<file path="config.mk">
export PLATFORM = sky130hd
export DESIGN_NAME = pipe_stage_ctrl
export DESIGN_NICKNAME = d
export VERILOG_FILES = /design/src/rtl/pipe_pkg.sv /design/src/rtl/stage_valid_reg.sv /design/src/rtl/pipe_stage_ctrl.sv
export SDC_FILE = /design/constraint.sdc
export NUM_CORES = 1
export LEC_CHECK = 0
export CORE_UTILIZATION = 25
export CTS_BUF_LIST = sky130_fd_sc_hd__clkbuf_16
export DETAILED_ROUTE_END_ITERATION = 6
export SYNTH_ARGS = -nofsm -noshare
export SYNTH_HDL_FRONTEND = slang
export SYNTH_SLANG_ARGS = --single-unit
</file>
<file path="constraint.sdc">
create_clock -name clk -period 2.3 [get_ports clk]
set_input_delay 0.46 -clock clk [delete_from_list [all_inputs] [get_ports clk]]
set_output_delay 0.46 -clock clk [all_outputs]
set_load 0.02 [all_outputs]
</file>
<file path="src/rtl/pipe_pkg.sv">
// Shared types and stage indices for the pipeline stage controller.
package pipe_pkg;

    typedef enum logic [1:0] {
        RUN    = 2'd0,
        STALL  = 2'd1,
        FREEZE = 2'd2,
        FLUSH  = 2'd3
    } pipe_state_t;

    localparam int ST_ID    = 0;
    localparam int ST_EX    = 1;
    localparam int ST_MEM   = 2;
    localparam int ST_WB    = 3;
    localparam int N_STAGES = 4;

endpackage

</file>
<file path="src/rtl/stage_valid_reg.sv">
// One pipeline-stage valid flop: clear wins over write-enable, async active-high reset.
module stage_valid_reg (
    input  logic clk,
    input  logic rst,
    input  logic i_we,
    input  logic i_clr,
    input  logic i_d,
    output logic o_q
);

    logic r_q;

    // NOTE: sequential state uses non-blocking assignments only, so all flops sample together.
    always_ff @(posedge clk or posedge rst) begin
        if (rst)
            r_q <= 1'b0;
        else if (i_clr)
            r_q <= 1'b0;
        else if (i_we)
            r_q <= i_d;
    end

    assign o_q = r_q;

endmodule

</file>
<file path="src/rtl/pipe_stage_ctrl.sv">
// Hazard-unit consumer: stall/flush/freeze -> pipeline register enables, clears and stage valids.
// Optional performance counters are built when PIPE_PERF_CNT_EN is defined.
module pipe_stage_ctrl
    import pipe_pkg::*;
#(
    parameter int FLUSH_DEPTH = 2,
    parameter int MAX_STALL   = 15,
    parameter int CNT_W       = 32
) (
    input  logic clk,
    input  logic rst,
    input  logic hz_flush,
    input  logic hz_flush_l,
    input  logic hz_stall,
    input  logic mem_busy,
    input  logic if_valid,
    output logic pc_we,
    output logic ifid_we,
    output logic ifid_clr,
    output logic idex_we,
    output logic idex_clr,
    output logic exmem_we,
    output logic v_id,
    output logic v_ex,
    output logic v_mem,
    output logic v_wb,
    output logic stall_timeout
`ifdef PIPE_PERF_CNT_EN
    ,
    output logic [CNT_W-1:0] stall_cyc_cnt,
    output logic [CNT_W-1:0] flush_cnt
`endif
);

    localparam int SR_W = $clog2(MAX_STALL + 1);

    pipe_state_t     r_state;
    pipe_state_t     w_next_state;
    logic            w_flush_evt;
    logic            w_stalling;
    logic [SR_W-1:0] r_stall_run;

    logic [N_STAGES-1:0] w_v_we;
    logic [N_STAGES-1:0] w_v_clr;
    logic [N_STAGES-1:0] w_v_d;
    logic [N_STAGES-1:0] w_valid;

    // A stage that is cleared also has its enable dropped, matching the reset pattern.
    // NOTE: every always_comb output gets a default first so no latch can be inferred.
    always_comb begin
        w_next_state = RUN;
        w_flush_evt  = 1'b0;
        pc_we        = 1'b1;
        ifid_we      = 1'b1;
        ifid_clr     = 1'b0;
        idex_we      = 1'b1;
        idex_clr     = 1'b0;
        exmem_we     = 1'b1;
        if (rst) begin
            pc_we    = 1'b0;
            ifid_we  = 1'b0;
            ifid_clr = 1'b1;
            idex_we  = 1'b0;
            idex_clr = 1'b1;
            exmem_we = 1'b0;
        end else if (mem_busy) begin
            w_next_state = FREEZE;
            pc_we        = 1'b0;
            ifid_we      = 1'b0;
            idex_we      = 1'b0;
            exmem_we     = 1'b0;
        end else if (hz_flush) begin
            w_next_state = FLUSH;
            w_flush_evt  = 1'b1;
            ifid_we      = 1'b0;
            ifid_clr     = 1'b1;
            if (FLUSH_DEPTH == 2) begin
                idex_we  = 1'b0;
                idex_clr = 1'b1;
            end
        end else if (hz_flush_l) begin
            w_next_state = FLUSH;
            w_flush_evt  = 1'b1;
            ifid_we      = 1'b0;
            ifid_clr     = 1'b1;
        end else if (hz_stall) begin
            w_next_state = STALL;
            pc_we        = 1'b0;
            ifid_we      = 1'b0;
            idex_we      = 1'b0;
            idex_clr     = 1'b1;
        end
    end

    always_ff @(posedge clk or posedge rst) begin
        if (rst)
            r_state <= RUN;
        else
            r_state <= w_next_state;
    end

    assign w_stalling = (w_next_state == STALL) || (w_next_state == FREEZE);

    always_ff @(posedge clk or posedge rst) begin
        if (rst)
            r_stall_run <= '0;
        else if (!w_stalling)
            r_stall_run <= '0;
        else if (r_stall_run != SR_W'(MAX_STALL))
            r_stall_run <= r_stall_run + SR_W'(1);
    end

    assign stall_timeout = (r_stall_run == SR_W'(MAX_STALL)) &&
                           ((r_state == STALL) || (r_state == FREEZE));

    // MEM/WB has no hazard-controlled register of its own; it advances with EX/MEM.
    assign w_v_we  = {exmem_we, exmem_we, idex_we, ifid_we};
    assign w_v_clr = {1'b0, 1'b0, idex_clr, ifid_clr};
    assign w_v_d   = {w_valid[ST_MEM], w_valid[ST_EX], w_valid[ST_ID], if_valid};

    for (genvar g = 0; g < N_STAGES; g++) begin : g_valid
        stage_valid_reg u_valid (
            .clk   (clk),
            .rst   (rst),
            .i_we  (w_v_we[g]),
            .i_clr (w_v_clr[g]),
            .i_d   (w_v_d[g]),
            .o_q   (w_valid[g])
        );
    end

    assign v_id  = w_valid[ST_ID];
    assign v_ex  = w_valid[ST_EX];
    assign v_mem = w_valid[ST_MEM];
    assign v_wb  = w_valid[ST_WB];

`ifdef PIPE_PERF_CNT_EN
    logic [CNT_W-1:0] r_stall_cyc_cnt;
    logic [CNT_W-1:0] r_flush_cnt;

    always_ff @(posedge clk or posedge rst) begin
        if (rst) begin
            r_stall_cyc_cnt <= '0;
            r_flush_cnt     <= '0;
        end else begin
            if (w_stalling)
                r_stall_cyc_cnt <= r_stall_cyc_cnt + CNT_W'(1);
            if (w_flush_evt)
                r_flush_cnt <= r_flush_cnt + CNT_W'(1);
        end
    end

    assign stall_cyc_cnt = r_stall_cyc_cnt;
    assign flush_cnt     = r_flush_cnt;
`else
    logic [CNT_W-1:0] w_unused_cnt;
    logic             w_unused_flush;
    assign w_unused_cnt   = '0;
    assign w_unused_flush = w_flush_evt;
`endif

endmodule
</file>
After elaboration in Yosys (flattened, before gate mapping):

Index checks and enable logic that the tools add are counted.

* add/sub/neg operators: 1
* equality and inequality tests: 7
* multiplexer cells: 34
* reductions and logical operators: 5

Operators with widths (count)
* $mux W1: 28
* $mux W2: 4
* $mux W4: 2
* $add A4 B1 Y4 const B: 1
* $eq A2 B1 Y1 const B: 2
* $eq A2 B2 Y1 const B: 2
* $eq A4 B4 Y1 const B: 1
* $ne A4 B4 Y1 const B: 1
* $reduce_bool A2 Y1: 2
* $logic_or A1 B1 Y1: 2
* $ne A2 B1 Y1 const B: 1
* $logic_and A1 B1 Y1: 1

* register bits: 10
* input bits: 7
* output and inout bits: 11
* word-level logic and storage cells: 53

Longest topological paths before layout:

* word-level depth: 8
* mapped depth: 4
* gate-level depth less buffers: 4

By module:

A second synthesis with hierarchy kept.

* cells, all modules: 55
* area, all modules: 508.0 um2

By module, submodules not included
* pipe_stage_ctrl: times used 1, cells each 39, area an instance 337.8 um2, seq. area each 150.1 um2
* stage_valid_reg: times used 4, cells each 4, area an instance 42.5 um2, seq. area each 25.0 um2

Least setup slack after synthesis:

No wires, ideal clock.

* kind: input -> output
* from: input mem_busy
* to: output idex_we
* data arrival time: 1.270 ns
* required time: 1.840 ns
* setup slack: 0.570 ns
* cell stages on the path: 3
* buffers on the path: 1
* path through: or2_1 -> buf_2 -> nor3_1

* longest elaborated chain between the ends: 2

Ends and longest elaborated chain
* from (decl): line pipe_stage_ctrl.sv:15 `input logic mem_busy,`
* $mux W1: line pipe_stage_ctrl.sv:66 `end else if (mem_busy) begin`
* $mux W1: line pipe_stage_ctrl.sv:59 `if (rst) begin`
* to (decl): line pipe_stage_ctrl.sv:20 `output logic idex_we,`

No other way between the ends.

Final worst setup path:

* from: input hz_flush_l
* to: output ifid_we

* longest elaborated chain between the ends: 4

Ends and longest elaborated chain
* from (decl): line pipe_stage_ctrl.sv:13 `input logic hz_flush_l,`
* $mux W1: line pipe_stage_ctrl.sv:81 `end else if (hz_flush_l) begin`
* $mux W1: line pipe_stage_ctrl.sv:72 `end else if (hz_flush) begin`
* $mux W1: line pipe_stage_ctrl.sv:66
* $mux W1: line pipe_stage_ctrl.sv:59
* to (decl): line pipe_stage_ctrl.sv:18 `output logic ifid_we,`

No other way between the ends.

==> impl_results.rst <==
.. list-table::
   :header-rows: 1

   * - Metric
     - Value
   * - CTS tree
     - built
   * - Count of warnings emitted by yosys
     - 0
   * - Mapped Nets
     - 60
   * - Cell area after synthesis
     - 495 sq um
   * - First-pass GRT wire length
     - 1810 microns
   * - Final #Nets
     - 89
   * - Hold-critical path endpoint
     - g_valid[3].u_valid.o_q
   * - Origin of the critical flop-to-flop path
     - r_stall_run[0]
   * - Half-perimeter wire length of the detailed placement result
     - between 800 and 900 microns
   * - Period utilization
     - 94.1%
   * - IR Drop Worst-Case VDD
     - 0.000417 V
   * - Fmax
     - 0.462 GHz
   * - Final number of max-transition violations
     - 0
   * - Remaining routing DRC violations
     - 0
   * - Combinational family with the most area after synthesis
     - simple AND/OR/NAND/NOR gates
   * - Avg WL per Cell
     - about 11 microns
   * - Final number of setup-violating endpoints
     - 0
   * - Hold_sp
     - g_valid[3].u_valid.o_q
   * - Number of instances in the synthesized netlist
     - 52
   * - Pwr/cell area
     - 658 nW/um^2
   * - Remaining number of nets flagged by the antenna check after routing
     - 0
   * - Actual transition at the worst max-transition pin
     - 0.452 ns
   * - Final RePlAce weighted congestion
     - 0.742
   * - Largest area contributor in the netlist
     - sky130_fd_sc_hd__dfrtp_1
   * - Port buffer count
     - 17
   * - Critical setup path kind
     - primary input to output pin
   * - Drt first pass iters
     - 3
   * - Top cells by area, synth
     - sky130_fd_sc_hd__dfrtp_1 51%, sky130_fd_sc_hd__nor2_1 7.6%, sky130_fd_sc_hd__nor3_1 5.1%
   * - Clock slew seen by the registers of the worst setup and hold paths
     - roughly 0.040 ns
   * - Final Routed Wirelength
     - between 1000 and 1500 microns
   * - Number of antenna cells inserted
     - 0
   * - Worst-case register-to-register setup slack
     - ~1.1 ns
   * - Hold_buf cts
     - 0
   * - CTS Buffer Depth
     - 2
   * - Global-route total usage across every layer
     - about an eighth
   * - Endpoint arrival time on the critical path
     - 1.70 ns
   * - Flip-flop and latch count after synthesis
     - 10
   * - Status
     - complete, no violations
   * - Fill cell total of the finished layout
     - 178
   * - Average cell area after synthesis
     - 9.53 sq um
   * - Final std cell area, no fill
     - ~830 sq um
   * - Share of the synthesized netlist area taken by xor and xnor gates
     - 3.54%
   * - Row count
     - 15
   * - I/O Pins
     - 18
   * - Reported leakage power
     - 0.405 nW
   * - Worst-Skew Late Latency
     - 0.23 ns
   * - Largest net degree at the start of global routing
     - 12
   * - Worst Setup End Kind
     - output pin
   * - Total cell area at the placement stage
     - 752 sq um
   * - Depth of the worst hold-timing path
     - 1
   * - TritonCTS buffer count
     - 3
   * - CTS sink count
     - 10
   * - Number of antenna violations at the first check in global routing
     - 0
   * - Sequential fraction of the synthesis area
     - between 50 and 60%
   * - Die area
     - approximately 2200 sq um
   * - Proportion of synthesized area in mux cells
     - 6.57%
   * - Area share of and/or/nand/nor cells after synthesis
     - 27.0%
   * - # Max-Cap Violations
     - 0
   * - Setup repair after global routing missed its margin
     - false
   * - Height of the die
     - around 47 microns
   * - Worst rel slew slack
     - 69.5%
   * - Crit path launch type
     - primary input
   * - Core outline area
     - 1780 sq um
   * - Clock Tree Root
     - sky130_fd_sc_hd__clkbuf_16
   * - Synthesized-area fraction occupied by ao, oa, aoi and oai cells
     - 7.32%
   * - Overflow left after global routing
     - 0
   * - DR vias/cell
     - approximately 4.3
   * - First-iteration detailed-routing DRC count
     - 2
   * - Horizontal die dimension
     - 46.5 microns
   * - Area share of the largest cell type after synthesis
     - slightly above 50%
   * - Ratio of cells with drive above 1 in the final layout
     - approximately a fifth
   * - Area overhead of the layout relative to synthesis
     - 67.9%
   * - Worst reg2reg path endpoint
     - r_stall_run[1]
   * - Effective utilization at floorplan
     - 27.8%
   * - Required @ worst endpoint
     - roughly 1.8 ns
   * - Final Util
     - 46.7%
   * - Routed vias
     - 448
   * - Maximum net fanout on the critical path
     - 5
   * - Adder and majority cell fraction of the synthesized area
     - 2.53%
   * - Final hold viol count
     - 0
   * - Final min period
     - 2.16 ns
   * - Register-to-Register Path Depth
     - 4
   * - Setup tns final
     - 0 ns
   * - Number of unique standard cell types used by synthesis
     - 20
   * - Setup Skew
     - 0.00200 ns
   * - Total Power Consumption
     - 0.547 mW
   * - Vias in the first global route
     - 423
   * - Number of H-tree branching levels
     - 1
   * - Worst min path class
     - flip-flop to flip-flop
==> Yosys cell counts (all sizes together) <==
cell type / number
mux2: 2
nor2: 10
nor3b: 2
nor2b: 1
ha: 1
and2: 1
nand3b: 1
mux2i: 1
nand2: 2
a31oi: 1
nand3: 2
dfrtp: 10
or2: 1
inv: 2
xnor2: 2
nor3: 5
or4b: 1
a21oi: 2
buf: 1
o21ai: 4
==> cells by family after synthesis <==
| family | Yosys count |
|---|---|
| adders and majority gates | 1 |
| buffers and inverters | 3 |
| muxes | 3 |
| and+or+nand+nor | 26 |
| AOI/OAI and AO/OA | 7 |
| xor gates and xnor gates | 2 |
| DFF | 10 |
==> power breakdown <==
group          internal (mW)  total (mW)  switching (mW)
registers              0.181       0.185         0.00385
clock network          0.225       0.298          0.0729
logic                 0.0325      0.0643          0.0319
total                  0.439       0.547           0.109
==> repair_timing <==
| action | 4_1_cts | 5_1_grt |
|---|---|---|
| gates cloned | 0 | 0 |
| setup buffers | 0 | 0 |
| pin swaps | 0 | 0 |
| gates resized for setup | 8 | 1 |
| setup endpoints to repair | 6 | 1 |
==> stage by stage <==
| stage | worst slack [ns] | cells | hold WS (ns) |
|---|---|---|---|
| after global routing | 0.0453 | 104 | 0.529 |
| after detailed placement | -0.161 | 101 | 0.493 |
| final | 0.136 | 104 | 0.499 |
| after global placement | -0.179 | 101 | 0.488 |
| after CTS | 0.0412 | 104 | 0.501 |
| after floorplan | 0.570 | 52 | 0.317 |
==> flip-flops by register name, summed over array words and instances, names as in the netlist <==
signal,count
r_state,2
r_stall_run,4
g_valid.u_valid.o_q,4
==> routing by layer <==
metal	vias to the layer above	wire length, microns	GRT usage, %
met2	8	493	18.1
li1	233	-	-
met5	-	0	0
met4	0	10	5.29
met3	2	34	5.88
met1	205	564	15.6
==> how the worst max path moves through the flow <==
stage                   startpoint            end  depth (start not counted)
CTS                 r_stall_run[0]  stall_timeout                          4
global route            hz_flush_l       idex_clr                          5
detailed placement      hz_flush_l        ifid_we                          4
floorplan                 mem_busy        idex_we                          3
global placement          hz_flush        ifid_we                          4
finish                  hz_flush_l        ifid_we                          4
==> final cells by class <==
cell class                 instances  area [sq um]  share of cell area [%]
sequential                        10           250                    30.1
multi-input combinational         39           243                    29.2
tap                               25          31.3                    3.76
inverter                           2          7.51                   0.902
clock buffer                       3          75.1                    9.02
timing repair buffer              25           225                    27.1
==> cell usage in the layout, fill, tap and decap left out, types with 3 or more instances in the layout <==
master,Yosys,routed
sky130_fd_sc_hd__nor2_1,10,10
sky130_fd_sc_hd__dfrtp_1,10,10
sky130_fd_sc_hd__clkdlybuf4s50_1,0,10
sky130_fd_sc_hd__buf_4,0,8
sky130_fd_sc_hd__dlygate4sd2_1,0,6
sky130_fd_sc_hd__o21ai_0,4,4
sky130_fd_sc_hd__nor3_1,5,4
sky130_fd_sc_hd__clkbuf_16,0,3
==> critical path, cell delays in order <==
cell	delay, ns
sky130_fd_sc_hd__clkdlybuf4s50_1	0.51
sky130_fd_sc_hd__nor3_2	0.26
sky130_fd_sc_hd__and2_1	0.14
sky130_fd_sc_hd__dlygate4sd2_1	0.33
(Power assumes the default switching activity.)
